$ cat config.mk
export PLATFORM = sky130hd
export DESIGN_NAME = dsp48a1_mac_seq_flat
export DESIGN_NICKNAME = d
export VERILOG_FILES = /design/src/rtl/dsp48a1_mac_seq_pkg.sv /design/src/rtl/dsp48a1_mac_seq_if.sv /design/src/rtl/dsp48a1_mac_seq_align.sv /design/src/rtl/dsp48a1_mac_seq.sv /design/src/flat_wrapper.sv
export SDC_FILE = /design/constraint.sdc
export NUM_CORES = 1
export LEC_CHECK = 0
export BUFFER_PORTS_ARGS = -buffer_cell sky130_fd_sc_hd__buf_2
export CAP_MARGIN = 20
export CORE_AREA = 2 2 94 96
export CTS_CLUSTER_DIAMETER = 30
export DETAILED_ROUTE_END_ITERATION = 7
export DIE_AREA = 0 0 96 98
export HOLD_SLACK_MARGIN = 0.12
export PLACE_DENSITY = 0.66
export SLEW_MARGIN = 5
export SYNTH_ARGS = -nofsm -noshare
export SYNTH_HDL_FRONTEND = slang
export SYNTH_SLANG_ARGS = --single-unit
$ cat constraint.sdc
create_clock -name clk -period 2.3 [get_ports clk]
set_clock_uncertainty 0.1 [all_clocks]
set_input_delay 0.345 -clock clk [delete_from_list [all_inputs] [get_ports clk]]
set_output_delay 0.345 -clock clk [all_outputs]
set_load 0.03 [all_outputs]
$ cat src/rtl/dsp48a1_mac_seq_pkg.sv
// Package shared by the DSP48A1 MAC sequencer files.
// Holds the slice pipeline depth, the OPMODE codes and the FSM state encoding.
// OPMODE bit layout: [1:0] X mux (01 = M), [3:2] Z mux (00 = 0, 10 = P, 11 = C).
package mac_seq_pkg;
  localparam int PIPE_LAT = 4;             // handshake edge -> P capture edge is PIPE_LAT-1 edges later
  localparam int STAGES   = PIPE_LAT - 2;  // top index of the valid delay line (v[0..2])

  localparam logic [7:0] OPM_IDLE       = 8'h00;
  localparam logic [7:0] OPM_FIRST      = 8'h01;  // P = M
  localparam logic [7:0] OPM_ACC        = 8'h09;  // P = M + P
  localparam logic [7:0] OPM_FIRST_BIAS = 8'h0D;  // P = M + C

  typedef enum logic [1:0] {
    S_IDLE  = 2'd0,
    S_FEED  = 2'd1,
    S_DRAIN = 2'd2,
    S_DONE  = 2'd3
  } state_e;
endpackage

$ cat src/rtl/dsp48a1_mac_seq_if.sv
// Request/operand/result bundle between a job source and the MAC sequencer.
// master: job source (drives start/len/operands, consumes result).
// slave : sequencer.
// Optional macro MAC_BIAS_EN adds a 48-bit bias sampled with the job start.
interface dsp48a1_mac_seq_if #(parameter int LEN_W = 10);
  logic             start;
  logic [LEN_W-1:0] len;
  logic             busy;
  logic             in_valid;
  logic             in_ready;
  logic [17:0]      in_a;
  logic [17:0]      in_b;
  logic             res_valid;
  logic             res_ready;
  logic [47:0]      res_data;
`ifdef MAC_BIAS_EN
  logic [47:0]      bias;
`endif

  modport master (
`ifdef MAC_BIAS_EN
    output bias,
`endif
    output start, len, in_valid, in_a, in_b, res_ready,
    input  busy, in_ready, res_valid, res_data
  );

  modport slave (
`ifdef MAC_BIAS_EN
    input  bias,
`endif
    input  start, len, in_valid, in_a, in_b, res_ready,
    output busy, in_ready, res_valid, res_data
  );
endinterface

$ cat src/rtl/dsp48a1_mac_seq_align.sv
// Valid/first delay line that lines the slice controls up with the A/B pipeline.
// Ports: clk, RST (sync, active high); hs = operand handshake this cycle,
//   hs_first = that handshake carries the first pair of the job;
//   cep/opmode drive the slice; last_out = the newest product is being captured
//   into P this cycle with nothing younger behind it.
// Macro MAC_BIAS_EN selects the Z=C opcode for the first pair.
module mac_seq_align
  import mac_seq_pkg::*;
(
  input  logic       clk,
  input  logic       RST,
  input  logic       hs,
  input  logic       hs_first,
  output logic       cep,
  output logic [7:0] opmode,
  output logic       last_out
);
`ifdef MAC_BIAS_EN
  localparam logic [7:0] OPM_START = OPM_FIRST_BIAS;
`else
  localparam logic [7:0] OPM_START = OPM_FIRST;
`endif

  logic [STAGES:0] vld_pipe;
  logic [STAGES:0] first_pipe;

  always_ff @(posedge clk) begin
    if (RST) begin
      vld_pipe   <= '0;
      first_pipe <= '0;
    end else begin
      vld_pipe   <= {vld_pipe[STAGES-1:0], hs};
      first_pipe <= {first_pipe[STAGES-1:0], hs & hs_first};
    end
  end

  // OPMODE is registered inside the slice, so it is presented one stage ahead of CEP.
  assign opmode   = vld_pipe[STAGES-1] ? (first_pipe[STAGES-1] ? OPM_START : OPM_ACC) : OPM_IDLE;
  assign cep      = vld_pipe[STAGES];
  assign last_out = vld_pipe[STAGES] & ~|vld_pipe[STAGES-1:0];
endmodule

$ cat src/rtl/dsp48a1_mac_seq.sv
// Sequencer running one DSP48A1 slice as a multiply-accumulate engine.
// Ports: clk, RST (sync, active high); bus (slave side of dsp48a1_mac_seq_if:
//   start/len job request, in_valid/in_ready/in_a/in_b operands,
//   res_valid/res_ready/res_data result, busy); dsp_A/B/C/OPMODE/CEP/RSTP to
//   the slice, dsp_P from it.
// Macro MAC_BIAS_EN: bias sampled at job start, driven on dsp_C and added by
//   the first pair (or returned directly for an empty job).
module dsp48a1_mac_seq
  import mac_seq_pkg::*;
#(
  parameter int LEN_W = 10
)(
  input  logic              clk,
  input  logic              RST,
  dsp48a1_mac_seq_if.slave  bus,
  output logic [17:0]       dsp_A,
  output logic [17:0]       dsp_B,
  output logic [47:0]       dsp_C,
  output logic [7:0]        dsp_OPMODE,
  output logic              dsp_CEP,
  output logic              dsp_RSTP,
  input  logic [47:0]       dsp_P
);
  state_e           state, state_nxt;
  logic [LEN_W-1:0] cnt;         // pairs still to be accepted
  logic             first_pend;  // next handshake is the job's first pair
  logic             zero_job;    // current result comes from an empty job, not from P
  logic [47:0]      bias_q;
  logic             hs, accept, drain_done, last_out;

  assign accept = (state == S_IDLE) & bus.start;
  assign hs     = bus.in_valid & (state == S_FEED);

  always_comb begin
    state_nxt = state;
    case (state)
      S_IDLE:  if (bus.start) state_nxt = (bus.len == '0) ? S_DONE : S_FEED;
      S_FEED:  if (hs && cnt == LEN_W'(1)) state_nxt = S_DRAIN;
      S_DRAIN: if (drain_done) state_nxt = S_DONE;
      S_DONE:  if (bus.res_ready) state_nxt = S_IDLE;
      default: state_nxt = S_IDLE;
    endcase
  end

  always_ff @(posedge clk) begin
    if (RST) begin
      state      <= S_IDLE;
      cnt        <= '0;
      first_pend <= 1'b0;
      zero_job   <= 1'b0;
      bias_q     <= '0;
    end else begin
      state <= state_nxt;
      if (accept) begin
        cnt        <= bus.len;
        first_pend <= 1'b1;
        zero_job   <= (bus.len == '0);
`ifdef MAC_BIAS_EN
        bias_q     <= bus.bias;
`endif
      end else if (hs) begin
        cnt        <= cnt - LEN_W'(1);
        first_pend <= 1'b0;
      end
    end
  end

  mac_seq_align u_align (
    .clk      (clk),
    .RST      (RST),
    .hs       (hs),
    .hs_first (first_pend),
    .cep      (dsp_CEP),
    .opmode   (dsp_OPMODE),
    .last_out (last_out)
  );

  // In DRAIN no new pairs enter, so an isolated v[2] is the last pair landing in P.
  assign drain_done = (state == S_DRAIN) & last_out;

  assign bus.busy      = (state != S_IDLE);
  assign bus.in_ready  = (state == S_FEED);
  assign bus.res_valid = (state == S_DONE);
  // An empty job never touches the slice, so P may still hold an older result.
  assign bus.res_data  = zero_job ? bias_q : dsp_P;

  assign dsp_A    = bus.in_a;
  assign dsp_B    = bus.in_b;
  assign dsp_C    = bias_q;
  assign dsp_RSTP = RST;
endmodule

$ cat src/flat_wrapper.sv
// flat-port wrapper written by rule: the top's interface ports become plain ports
module dsp48a1_mac_seq_flat import mac_seq_pkg::*;
#(
  parameter int LEN_W = 10
)
  (clk, RST, dsp_A, dsp_B, dsp_C, dsp_OPMODE, dsp_CEP, dsp_RSTP, dsp_P, bus_start, bus_len, bus_in_valid, bus_in_a, bus_in_b, bus_res_ready, bus_busy, bus_in_ready, bus_res_valid, bus_res_data);
  dsp48a1_mac_seq_if #(.LEN_W(LEN_W)) bus_i ();
  input  logic clk;
  input  logic RST;
  output logic [17:0] dsp_A;
  output logic [17:0] dsp_B;
  output logic [47:0] dsp_C;
  output logic [7:0] dsp_OPMODE;
  output logic dsp_CEP;
  output logic dsp_RSTP;
  input  logic [47:0] dsp_P;
  input wire logic [$bits(bus_i.start)-1:0] bus_start;
  input wire logic [$bits(bus_i.len)-1:0] bus_len;
  input wire logic [$bits(bus_i.in_valid)-1:0] bus_in_valid;
  input wire logic [$bits(bus_i.in_a)-1:0] bus_in_a;
  input wire logic [$bits(bus_i.in_b)-1:0] bus_in_b;
  input wire logic [$bits(bus_i.res_ready)-1:0] bus_res_ready;
  output wire logic [$bits(bus_i.busy)-1:0] bus_busy;
  output wire logic [$bits(bus_i.in_ready)-1:0] bus_in_ready;
  output wire logic [$bits(bus_i.res_valid)-1:0] bus_res_valid;
  output wire logic [$bits(bus_i.res_data)-1:0] bus_res_data;
  assign bus_i.start = bus_start;
  assign bus_i.len = bus_len;
  assign bus_i.in_valid = bus_in_valid;
  assign bus_i.in_a = bus_in_a;
  assign bus_i.in_b = bus_in_b;
  assign bus_i.res_ready = bus_res_ready;
  assign bus_busy = bus_i.busy;
  assign bus_in_ready = bus_i.in_ready;
  assign bus_res_valid = bus_i.res_valid;
  assign bus_res_data = bus_i.res_data;
  dsp48a1_mac_seq #(.LEN_W(LEN_W)) u_core (.clk(clk), .RST(RST), .bus(bus_i), .dsp_A(dsp_A), .dsp_B(dsp_B), .dsp_C(dsp_C), .dsp_OPMODE(dsp_OPMODE), .dsp_CEP(dsp_CEP), .dsp_RSTP(dsp_RSTP), .dsp_P(dsp_P));
endmodule
After elaboration in Yosys (flattened, before gate mapping):

Cells that the tools add are included.

* memories kept: 0
* bits in registers: 19
* bits in latches: 0
* ROM bits: 0
* bits of input ports: 99
* RAM bits: 0

* bitwise gates (word level): 5
* equality and inequality tests: 8
* reductions and logical operators: 8
* div/mod/pow operators: 0
* order comparisons: 0
* multiplexer cells: 13
* multiply operators: 0
* shift operators: 0
* add/subtract/negate cells: 1

Operators with widths (number)
* two-way mux 48 bit: 1
* two-way mux 10 bit: 2
* equality test 10 x 1 -> 1 bit, second input constant: 1
* logical NOT 10 bit: 1
* two-way mux 2 bit: 5
* subtractor 10 x 1 -> 10 bit, second input constant: 1
* two-way mux 4 bit: 2
* case mux 2 bit (4 select lines): 1
* AND 1 bit: 5
* equality test 2 bit, second input constant: 2
* != test 2 x 1 -> 1 bit, second input constant: 2
* != test 2 bit, second input constant: 2
* AND reduction 4 bit: 1
* nonzero test 2 bit: 2
* equality test 2 x 1 -> 1 bit, second input constant: 1
* logical NOT 2 bit: 1
* two-way mux 1 bit: 2
* OR reduction 2 bit: 1
* logical AND 1 bit: 1
* logical NOT 1 bit: 1

Logic depth before layout (Yosys ltp):

Gate-level depths: netlist of the first run.

* word-level depth: 6
* depth in mapped cells: 6
* depth with buffers taken out: 6

Hierarchy:

A second synthesis of the first run with hierarchy kept.

* cells, all modules: 257
* area, all modules: 2044.5 um2

Modules (own cells, without submodules)
* dsp48a1_mac_seq: times used 1, cells each 237, area an instance 1829.3 um2, sequential area each 280.3 um2
* mac_seq_align: times used 1, cells each 20, area an instance 215.2 um2, sequential area each 100.1 um2

Least setup slack after synthesis of the first run:

OpenSTA, ideal clock, no wires.

* path kind: register to register
* from: reg u_core.state[1]
* to: reg u_core.cnt[9]
* setup slack: 0.295 ns
* arrival time: 1.826 ns
* period minus slack after synthesis: 2.005 ns
* stages on the path, launching flop included: 7
* path buffers: 0
* path through: dfxtp_1 > inv_1 > ha_1 > and4bb_2 > or3b_1 > xor2_1 > a211oi_2

* longest elaborated chain between the ends: 3
* elaborated cells on any way between the ends: 6
* those cells by class: eq/ne (1); mux (1); bitwise (2); reduce/logical (2)

RTL lines
* start, declared: RTL line dsp48a1_mac_seq.sv:24 `state_e state, state_nxt;`
* start signal, assigned: RTL line dsp48a1_mac_seq.sv:53 `state <= state_nxt;`
* equality test 2 x 1 -> 1 bit
* via bus_in_ready: RTL line flat_wrapper.sv:24 `output wire logic [$bits(bus_i.in_ready)-1:0] bus_in_ready;`
* AND 1 bit: RTL line dsp48a1_mac_seq.sv:32 `assign hs = bus.in_valid & (state == S_FEED);`
* nonzero test 2 bit (no source line)
* end signal, assigned: RTL line dsp48a1_mac_seq.sv:55 `cnt <= bus.len;`
* end signal, assigned: RTL line dsp48a1_mac_seq.sv:62 `cnt <= cnt - LEN_W'(1);`
* end, declared: RTL line dsp48a1_mac_seq.sv:25 `logic [LEN_W-1:0] cnt;`

The timed path passes the listed nets, and every way through them passes these cells.
A chain may end at the register's enable or synchronous reset.

Final worst setup path of the first run:

* from: reg u_core.state[1]
* to: reg u_core.cnt[9]

* longest elaborated chain between the ends: 3
* elaborated cells on any way between the ends: 6
* those cells by class: eq/ne (1); mux (1); bitwise (2); reduce/logical (2)

RTL lines (RTL line)
* equality test 2 x 1 -> 1 bit / logical NOT 2 bit (equally long branches): dsp48a1_mac_seq.sv:32, dsp48a1_mac_seq.sv:31
* AND 1 bit (on tied branches): dsp48a1_mac_seq.sv:32, dsp48a1_mac_seq.sv:31
* nonzero test 2 bit (no source line) / two-way mux 10 bit (equally long branches)

Several ways; a longest one is shown, not always the timed one.

==> impl_metrics.ini, run 1 <==
[cts]
clock_latency_ps = 250
ctsHoldBuffers = 0
cts_buffer_depth = 2
cts-buffers-inserted = 3
cts_resized = 0
cts_root_buf = clkbuf_8
cts.sinks = 19
clk_pin_slew_ps = 70
post_cts_buffers = 0
htreeDepth = 1
tritoncts = yes

[worst_setup_path]
crit_arrival_ps = 2010
critPathMaxFanout = 6
cp-end-kind = flop
r2r_slack_ps = 370
path_cells = inv_1 -> ha_1 -> and4bb_2 -> or3b_1 -> xor2_1 -> a211oi_2
slowest_stage = or3b_1
worst_ep_required_time_ps = 2380
critPathKind = flop to flop
cpPeakStageDelay_ps = 370
cp-start-kind = flop

[placed_design]
place.gp.congestion = 0.813
hpwl_um = 4540
dp.cells = 437
port_buffers = 117
place_area_sq_um = 2220
dp_slack_ps = 378

[yosys]
ys_seq_elements = 19
netlist_instances = 259
async_reset_ff_share_pct = 0
syn_area_sq_um = 2000
yosys_warnings = 0
ys_types = 30
synth-edff-count = 0
yosysTopAreaCell = buf_4
yosysTopAreaCellShare_pct = 34.5
seq_area_frac_synth_pct = 19.0
ys_top_cells_by_area = buf_4 35%, dfxtp_1 19%, nor2b_1 17%, ha_1 4.4%, a211oi_1 3.0%
synthFlopType = dfxtp_1
postSynthAreaPerCell_sq_um = 7.73

[finish]
antennaDiodeCount = 0
fill_cells = 926
areaGrowthSynthToFinish_pct = 13.1
instances_no_fill = 441
design_area_sq_um = 2260
drive_gt1_share_pct = 38.1
finalNetCount = 440

[timing]
fmax_mhz = 517
period_needed_ps = 1930
worst_pin_slew_ps = 649
setup-tns-final_ps = 0
setup_slack_ps = 368
finalMaxSlewViolations = 0
fin_crit_sh_pct = 84.0
rsz0062_at_grt = no
maxSlewHeadroom_pct = 56.7
report.final.setup_viol = 0
hold_viol = 0

[floorplan]
die_width_um = 96
core_area_sq_um = 8470
rows = 34
initial_core_util_pct = 23.6
die_h_um = 98
die_area_sq_um = 9410
io_pins = 244

[power]
pwr-share-seq_pct = 30.9
p_clk_share_pct = 14.7
p_sw_mw = 0.734
p_int_mw = 0.834
switching_share_pct = 46.8
power_frac_comb_pct = 54.4
p_leak_nw = 1.18
p_per_area_nw_per_um2 = 693
ir_drop_mv = 0.512

[global_route]
globalRouteOverflowTotal = 0
grt_max_degree = 30
grt_pass1_wl_um = 7450
grt_pass1_vias = 1511
antenna_found_initial = 0
track_usage_pct = 9.76

[detailed_routing]
first_pass_iters = 4
drt_iter0_markers = 25
drt-total-wl_um = 5220
routedWlPerCell_um = 11.8
ant_nets = 0
drc = 0
vias_per_cell = 3.86
via_count = 1704

[worst_hold_path]
hp-class = input pin to flop

[status]
status = finished, final reports clean

[job]
cap_violations = 0
[per-stage QoR]
stage / util (%) / hold slack (ps) / power (mW)
detailed placement: 26.2 / 335 / 1.34
CTS: 26.7 / 248 / 1.58
floorplan: - / 314 / 1.32
finish: 26.7 / 256 / 1.57
global route: 26.7 / 263 / 1.68
global placement: 26.2 / 333 / 1.32
[worst paths after layout]
path / start / end / cells past startpoint
min reg2reg: u_core.u_align.first_pipe[0] / u_core.u_align.first_pipe[1] / 1
min: bus_len[1] / u_core.cnt[1] / 3
max: u_core.state[1] / u_core.cnt[9] / 6
max reg2reg: u_core.state[1] / u_core.cnt[9] / 6
[cells in the final DEF, fill, tap and decap left out, types with 5 or more instances in the layout]
master    netlist  routed
inv_1           7       7
nor2b_1        53      53
buf_2           0     117
ha_1            7       7
dfxtp_1        19      18
conb_1          1      54
a211oi_1        8       8
xnor2_1         5       5
nor2_1         16      16
a21oi_1         6       6
nand2_1         6       6
[cell type report]
cell class | instances | area [sq um] | share of cell area (%)
Tap cell | 108 | 135 | 5.97
Inverter | 7 | 26.3 | 1.16
Multi-Input combinational cell | 185 | 1070 | 47.3
Sequential cell | 19 | 382 | 16.9
Timing Repair Buffer | 118 | 606 | 26.8
Clock buffer | 4 | 45.0 | 1.99
[worst max-delay path: cells and delay by family, from the launching register on]
kind            cells  cell delay, ps
xor+xnor            1             160
fa+ha+maj           1             290
flops               1             350
buf+inv             1             110
compound gates      1             200
simple gates        2             660
[flip-flops by register name, summed over array words and instances (netlist names)]
signal                     flops
u_core.first_pend              1
u_core.u_align.vld_pipe        3
u_core.u_align.first_pipe      2
u_core.zero_job                1
u_core.state                   2
u_core.cnt                    10
[per-layer routing]
metal / up-vias / track usage (%) / part of all wire [%]
met2: 112 / 15.6 / 47
met3: 8 / 1.85 / 9.3
met1: 756 / 13.6 / 43
met5: - / 0 / 0
li1: 828 / - / -
met4: 0 / 1.98 / 0.67
[cell usage after synthesis, drive strengths merged, types with 4 or more instances]
master  instances
nor3            4
xor2            4
xnor2           5
a211oi          9
a21oi           6
ha              7
dfxtp          19
inv             7
clkbuf          9
nor2           16
nor2b          53
buf            92
nand2           6
[power groups by stage]
stage	sequential, mW	combinational [mW]	clock (mW)
final	0.485	0.853	0.230
after global placement	0.482	0.834	0
after floorplan	0.474	0.851	0
after global routing	0.497	0.934	0.254
after CTS	0.483	0.857	0.240
after detailed placement	0.490	0.851	0
[logic make-up after synthesis]
kind of cell,count (synthesis),share of synthesized area [%]
buf+inv,108,37.5
simple gates,94,27.1
compound gates,21,7.94
flops,19,19.0
xor+xnor,9,3.94
fa+ha+maj,7,4.37
other cells,1,0.187
Note: power is estimated with default switching activity, not from simulation.
==> inputs of run 2 (changes only) <==
- ABC_AREA: not set -> 1
- CORE_AREA: 2 2 94 96 -> 2 2 96 98
- DIE_AREA: 0 0 96 98 -> 0 0 98 100
- PLACE_DENSITY: 0.66 -> 0.67
- clock period: 2.3 -> 1.8 ns (I/O delays scaled with it)
==> impl_metrics.ini, run 2 <==
[cts]
ctsHoldBuffers = 0
clk_pin_slew_ps = 70
cts-buffers-inserted = 3
cts.sinks = 19
cts_root_buf = clkbuf_8
tritoncts = yes
htreeDepth = 1
post_cts_buffers = 0
clock_latency_ps = 260
cts_resized = 0
cts_buffer_depth = 2

[worst_setup_path]
worst_ep_required_time_ps = 1430
crit_arrival_ps = 1250
path_cells = inv_1 -> ha_1 -> inv_2 -> buf_2
cp-end-kind = output pin
critPathMaxFanout = 4
cp-start-kind = flop
crit_family = flip-flops
cp.buffers_inverters = 3
critPathKind = flop to output pin
cpPeakStageDelay_ps = 380
slowest_stage = dfxtp_1

[global_route]
grt_pass1_wl_um = 8310
grt_pass1_vias = 1696
antenna_found_initial = 1
globalRouteOverflowTotal = 0
grt_max_degree = 49
track_usage_pct = 10.6

[detailed_routing]
drt_iter0_markers = 58
drc = 0
drt-total-wl_um = 5750
first_pass_iters = 4
via_count = 2015
vias_per_cell = 3.69
ant_nets = 0
routedWlPerCell_um = 10.5

[timing]
fmax_mhz = 618
hold_viol = 0
finalMaxSlewViolations = 0
period_needed_ps = 1620
fin_crit_sh_pct = 90.0
report.final.setup_viol = 0
rsz0062_at_grt = no
setup-tns-final_ps = 0

[yosys]
netlist_instances = 359
seq_area_frac_synth_pct = 17.1
yosysTopAreaCellShare_pct = 31.1
postSynthAreaPerCell_sq_um = 6.18
async_reset_ff_share_pct = 0
synthFlopType = dfxtp_1
ys_top_cells_by_area = buf_4 31%, dfxtp_1 17%, nor2_1 13%, inv_1 11%, nand2_1 4.9%
syn_area_sq_um = 2220
ys_types = 33
yosys_warnings = 0
yosysTopAreaCell = buf_4
yosysMostFrequentCell = buf_4
ys_seq_elements = 19
synth-edff-count = 0
synthTopCellsByCount = 92 x buf_4, 74 x nor2_1, 68 x inv_1

[finish]
multiInputGateArea_sq_um = 1020
seq_area_sq_um = 380
design_area_sq_um = 2480
finalNetCount = 541
areaGrowthSynthToFinish_pct = 11.7
layout_common_cells = 117 x buf_2, 74 x nor2_1, 68 x inv_1
fill_cells = 1030
final_common_cell = buf_2
largest-register = u_core.cnt
drive_gt1_share_pct = 33.4
largest_register_ffs = 10
reg_top3 = u_core.cnt (10), u_core.u_align.vld_pipe (3)

[worst_hold_path]
hp-class = input pin to flop

[floorplan]
die_width_um = 98
core_area_sq_um = 8890
die_h_um = 100
io_pins = 244
die_area_sq_um = 9800
rows = 35
initial_core_util_pct = 25.0

[placed_design]
port_buffers = 117
hpwl_um = 4910
place.gp.congestion = 0.853
place_area_sq_um = 2430

[power]
p_leak_nw = 1.58
p_per_area_nw_per_um2 = 1140
ir_drop_mv = 0.661

[job]
cap_violations = 0

[status]
status = finished, final reports clean
run 2: cell types whose count changed in the layout (fill, tap and decap cells not counted), moves of 3 or more:
cell	before	now
inv_1	7	68
nor2_1	16	74
xor2_1	4	1
nand3_1	2	13
a211oi_1	8	1
a31oi_1	0	3
nor2b_1	53	0
nor3_1	4	1
o21ai_0	1	4
nand2_2	0	5
xnor2_1	5	0
inv_2	0	7
nand2_1	6	29
run 2: path summary, 6_finish.rpt:
path	from	endpoint	slack, ps	cells after the start
hold reg to reg	u_core.u_align.first_pipe[0]	u_core.u_align.first_pipe[1]	300	2
hold / removal	bus_len[2]	u_core.cnt[2]	200	3
setup reg to reg	u_core.state[1]	u_core.cnt[8]	270	10
setup / recovery	u_core.state[0]	bus_busy	180	4
run 2: worst min-delay path, stage by stage:
cell and delay (ps):
buf_2 110, nand2_1 60, a31oi_1 80
run 2: cell type report:
type                            instances  area share [%]
Inverter                               76            11.6
Multi-Input combinational cell        217            41.1
Clock buffer                            4            1.82
Sequential cell                        19            15.3
Timing Repair Buffer                  118            24.4
Tap cell                              111            5.60
Antenna cell                            1           0.101
run 2: layer usage:
layer,up-vias,wire [um],track usage [%]
li1,1055,-,-
met1,845,2390,13.1
met2,100,2560,16.5
met3,15,639,4.04
met4,0,155,4.91
met5,-,0,0
run 2: cells by family (layout without fill, tap and decap cells):
kind of cell               after synthesis  in the layout  synth area share [%]
other                                    1             55                 0.169
xor gates and xnor gates                 1              1                 0.395
adders and majority gates                7              7                  3.95
and+or+nand+nor                        130            130                  25.1
AOI/OAI and AO/OA                       25             25                  7.33
buffers and inverters                  176            198                  45.9
DFF                                     19             19                  17.1
run 2: power breakdown:
part | switching [mW] | internal [mW] | leakage (nW)
clock network | 0.145 | 0.158 | 0.0228
logic | 1.38 | 0.554 | 1.40
registers | 0.0713 | 0.518 | 0.156
total | 1.60 | 1.23 | 1.58
run 2: metrics by stage:
step / hold slack [ps] / worst slack, ps / utilization (%) / power [mW] / instances
floorplan: 288 / 237 / - / 2.31 / 412
global placement: 295 / 317 / 27.3 / 2.53 / 541
detailed placement: 299 / 275 / 27.3 / 2.54 / 541
CTS: 204 / 164 / 27.9 / 2.85 / 545
global route: 215 / 90.6 / 27.9 / 3.05 / 545
finish: 203 / 181 / 27.9 / 2.83 / 546
==> inputs of run 3 (changes only) <==
- TNS_END_PERCENT: not set -> 30
- clock period: 1.8 -> 1.68 ns (I/O delays scaled with it)
==> impl_metrics.ini, run 3 (synthesized netlist as in run 2, its figures left out) <==
[status]
status = finished, final reports clean

[worst_setup_path]
cpPeakStageDelay_ps = 340
worst_ep_required_time_ps = 1330
critPathKind = flop to output pin
startpoint = u_core.zero_job
path_cells = buf_12 -> nor2_1 -> buf_2
r2r_end = u_core.cnt[3]
critPathMaxFanout = 48
cp-end-kind = output pin
r2r_slack_ps = 160
worst-path-stages = 3
crit_family = buffers and inverters
cp-start-kind = flop
crit_arrival_ps = 1250
r2r-start = u_core.state[1]
ff2ff_path_depth = 8
cp.buffers_inverters = 2
endpoint = bus_res_data[29]
slowest_stage = dfxtp_1

[detailed_routing]
routedWlPerCell_um = 10.6
routed.top_layer = met4
wl_met1_um = 2360
ant_nets = 0
vias_per_cell = 3.71
drc = 0
drt_iter0_markers = 97
first_pass_iters = 4
wl_met2_um = 2570
via_count = 2027
drt-total-wl_um = 5810
dr_wl_met3_um = 730

[timing]
setup-tns-final_ps = 0
period_needed_ps = 1600
fmax_mhz = 624
hold_viol = 0
rsz0062_at_grt = no
finalMaxSlewViolations = 0
setup_slack_ps = 78.7
fin_crit_sh_pct = 95.3
report.final.setup_viol = 0

[power]
power_frac_comb_pct = 68.5
p_int_mw = 1.32
p_clk_share_pct = 10.7
p_sw_mw = 1.73
switching_share_pct = 56.8
p_leak_nw = 1.58
ir_drop_mv = 0.615
pwr-share-seq_pct = 20.8
p_per_area_nw_per_um2 = 1230

[cts]
clk_pin_slew_ps = 70
ctsHoldBuffers = 0
htreeDepth = 1
clock_latency_ps = 260
cts.sinks = 19
tritoncts = yes
cts-buffers-inserted = 3
cts_buffer_depth = 2
post_cts_buffers = 0
cts_root_buf = clkbuf_8

[finish]
reg_top3 = u_core.cnt (10), u_core.u_align.vld_pipe (3)
largest_register_ffs = 10
instances_no_fill = 546
multiInputGateArea_sq_um = 1020
largest-register = u_core.cnt
design_area_sq_um = 2480
seq_area_sq_um = 382
fill_cells = 1003
areaGrowthSynthToFinish_pct = 11.8
drive_gt1_share_pct = 33.9
finalNetCount = 541
final_common_cell = buf_2
layout_common_cells = 117 x buf_2, 74 x nor2_1, 68 x inv_1

[job]
cap_violations = 0

[floorplan]
io_pins = 244
core_area_sq_um = 8890
die_h_um = 100
initial_core_util_pct = 25.0
rows = 35
die_width_um = 98
die_area_sq_um = 9800

[global_route]
track_usage_pct = 10.6
grt_pass1_wl_um = 8230
grt_pass1_vias = 1610
antenna_found_initial = 1
globalRouteOverflowTotal = 0
grt_max_degree = 49

[placed_design]
place_area_sq_um = 2430
place.gp.congestion = 0.853
dp.cells = 541
port_buffers = 117
dp_slack_ps = 131
hpwl_um = 4970

[worst_hold_path]
hp-class = input pin to flop
min_from = bus_len[2]
## run 3: power by group through the flow
stage	Clock, mW	Combinational (mW)	Sequential (mW)
after global placement	0	2.08	0.639
final	0.326	2.08	0.633
after global routing	0.352	2.28	0.648
after CTS	0.333	2.09	0.630
after detailed placement	0	2.09	0.640
after floorplan	0	1.85	0.623
## run 3: through the flow
stage / util, % / hold WS, ps / power [mW]
2_1_floorplan: - / 288 / 2.47
3_3_place_gp: 27.3 / 295 / 2.71
3_5_place_dp: 27.3 / 294 / 2.73
4_1_cts: 27.9 / 187 / 3.06
5_1_grt: 27.9 / 194 / 3.28
6_report: 27.9 / 184 / 3.04
## run 3: timing repair
item | CTS | global route
gates resized for setup | 0 | 1
endpoints found under the setup margin | 0 | 3
hold endpoints to repair | 0 | 0
## run 3: cell type report
class                      instances  area share, %
sequential                        19           15.4
multi-input combinational        217           41.0
clock inverter                     1          0.202
tap                              111           5.60
timing repair buffer             118           24.4
clock buffer                       3           1.66
inverter                          76           11.6
antenna                            1          0.101
## run 3: routing by layer
| metal | global-route usage [%] | up-vias |
|---|---|---|
| met3 | 4.11 | 14 |
| met2 | 16.5 | 120 |
| met5 | 0 | - |
| met4 | 3.74 | 0 |
| met1 | 13.4 | 840 |
| li1 | - | 1053 |
## run 3: worst reg2reg max path: stages (launching register included)
cell and delay (ps):
dfxtp_1 330, inv_1 120, ha_1 240, nand2_4 130
inv_2 190, nand2_1 80, o21ai_0 70, inv_1 60
a21oi_1 140
## run 3: worst min-delay path by stage
stage                                    to  slack [ps]  depth (start not counted)
2_1_floorplan  u_core.u_align.first_pipe[1]         290                          2
3_3_place_gp   u_core.u_align.first_pipe[1]         290                          2
3_5_place_dp   u_core.u_align.first_pipe[1]         290                          2
4_1_cts                       u_core.cnt[2]         190                          3
5_1_grt                       u_core.cnt[2]         190                          3
6_report                      u_core.cnt[2]         180                          3
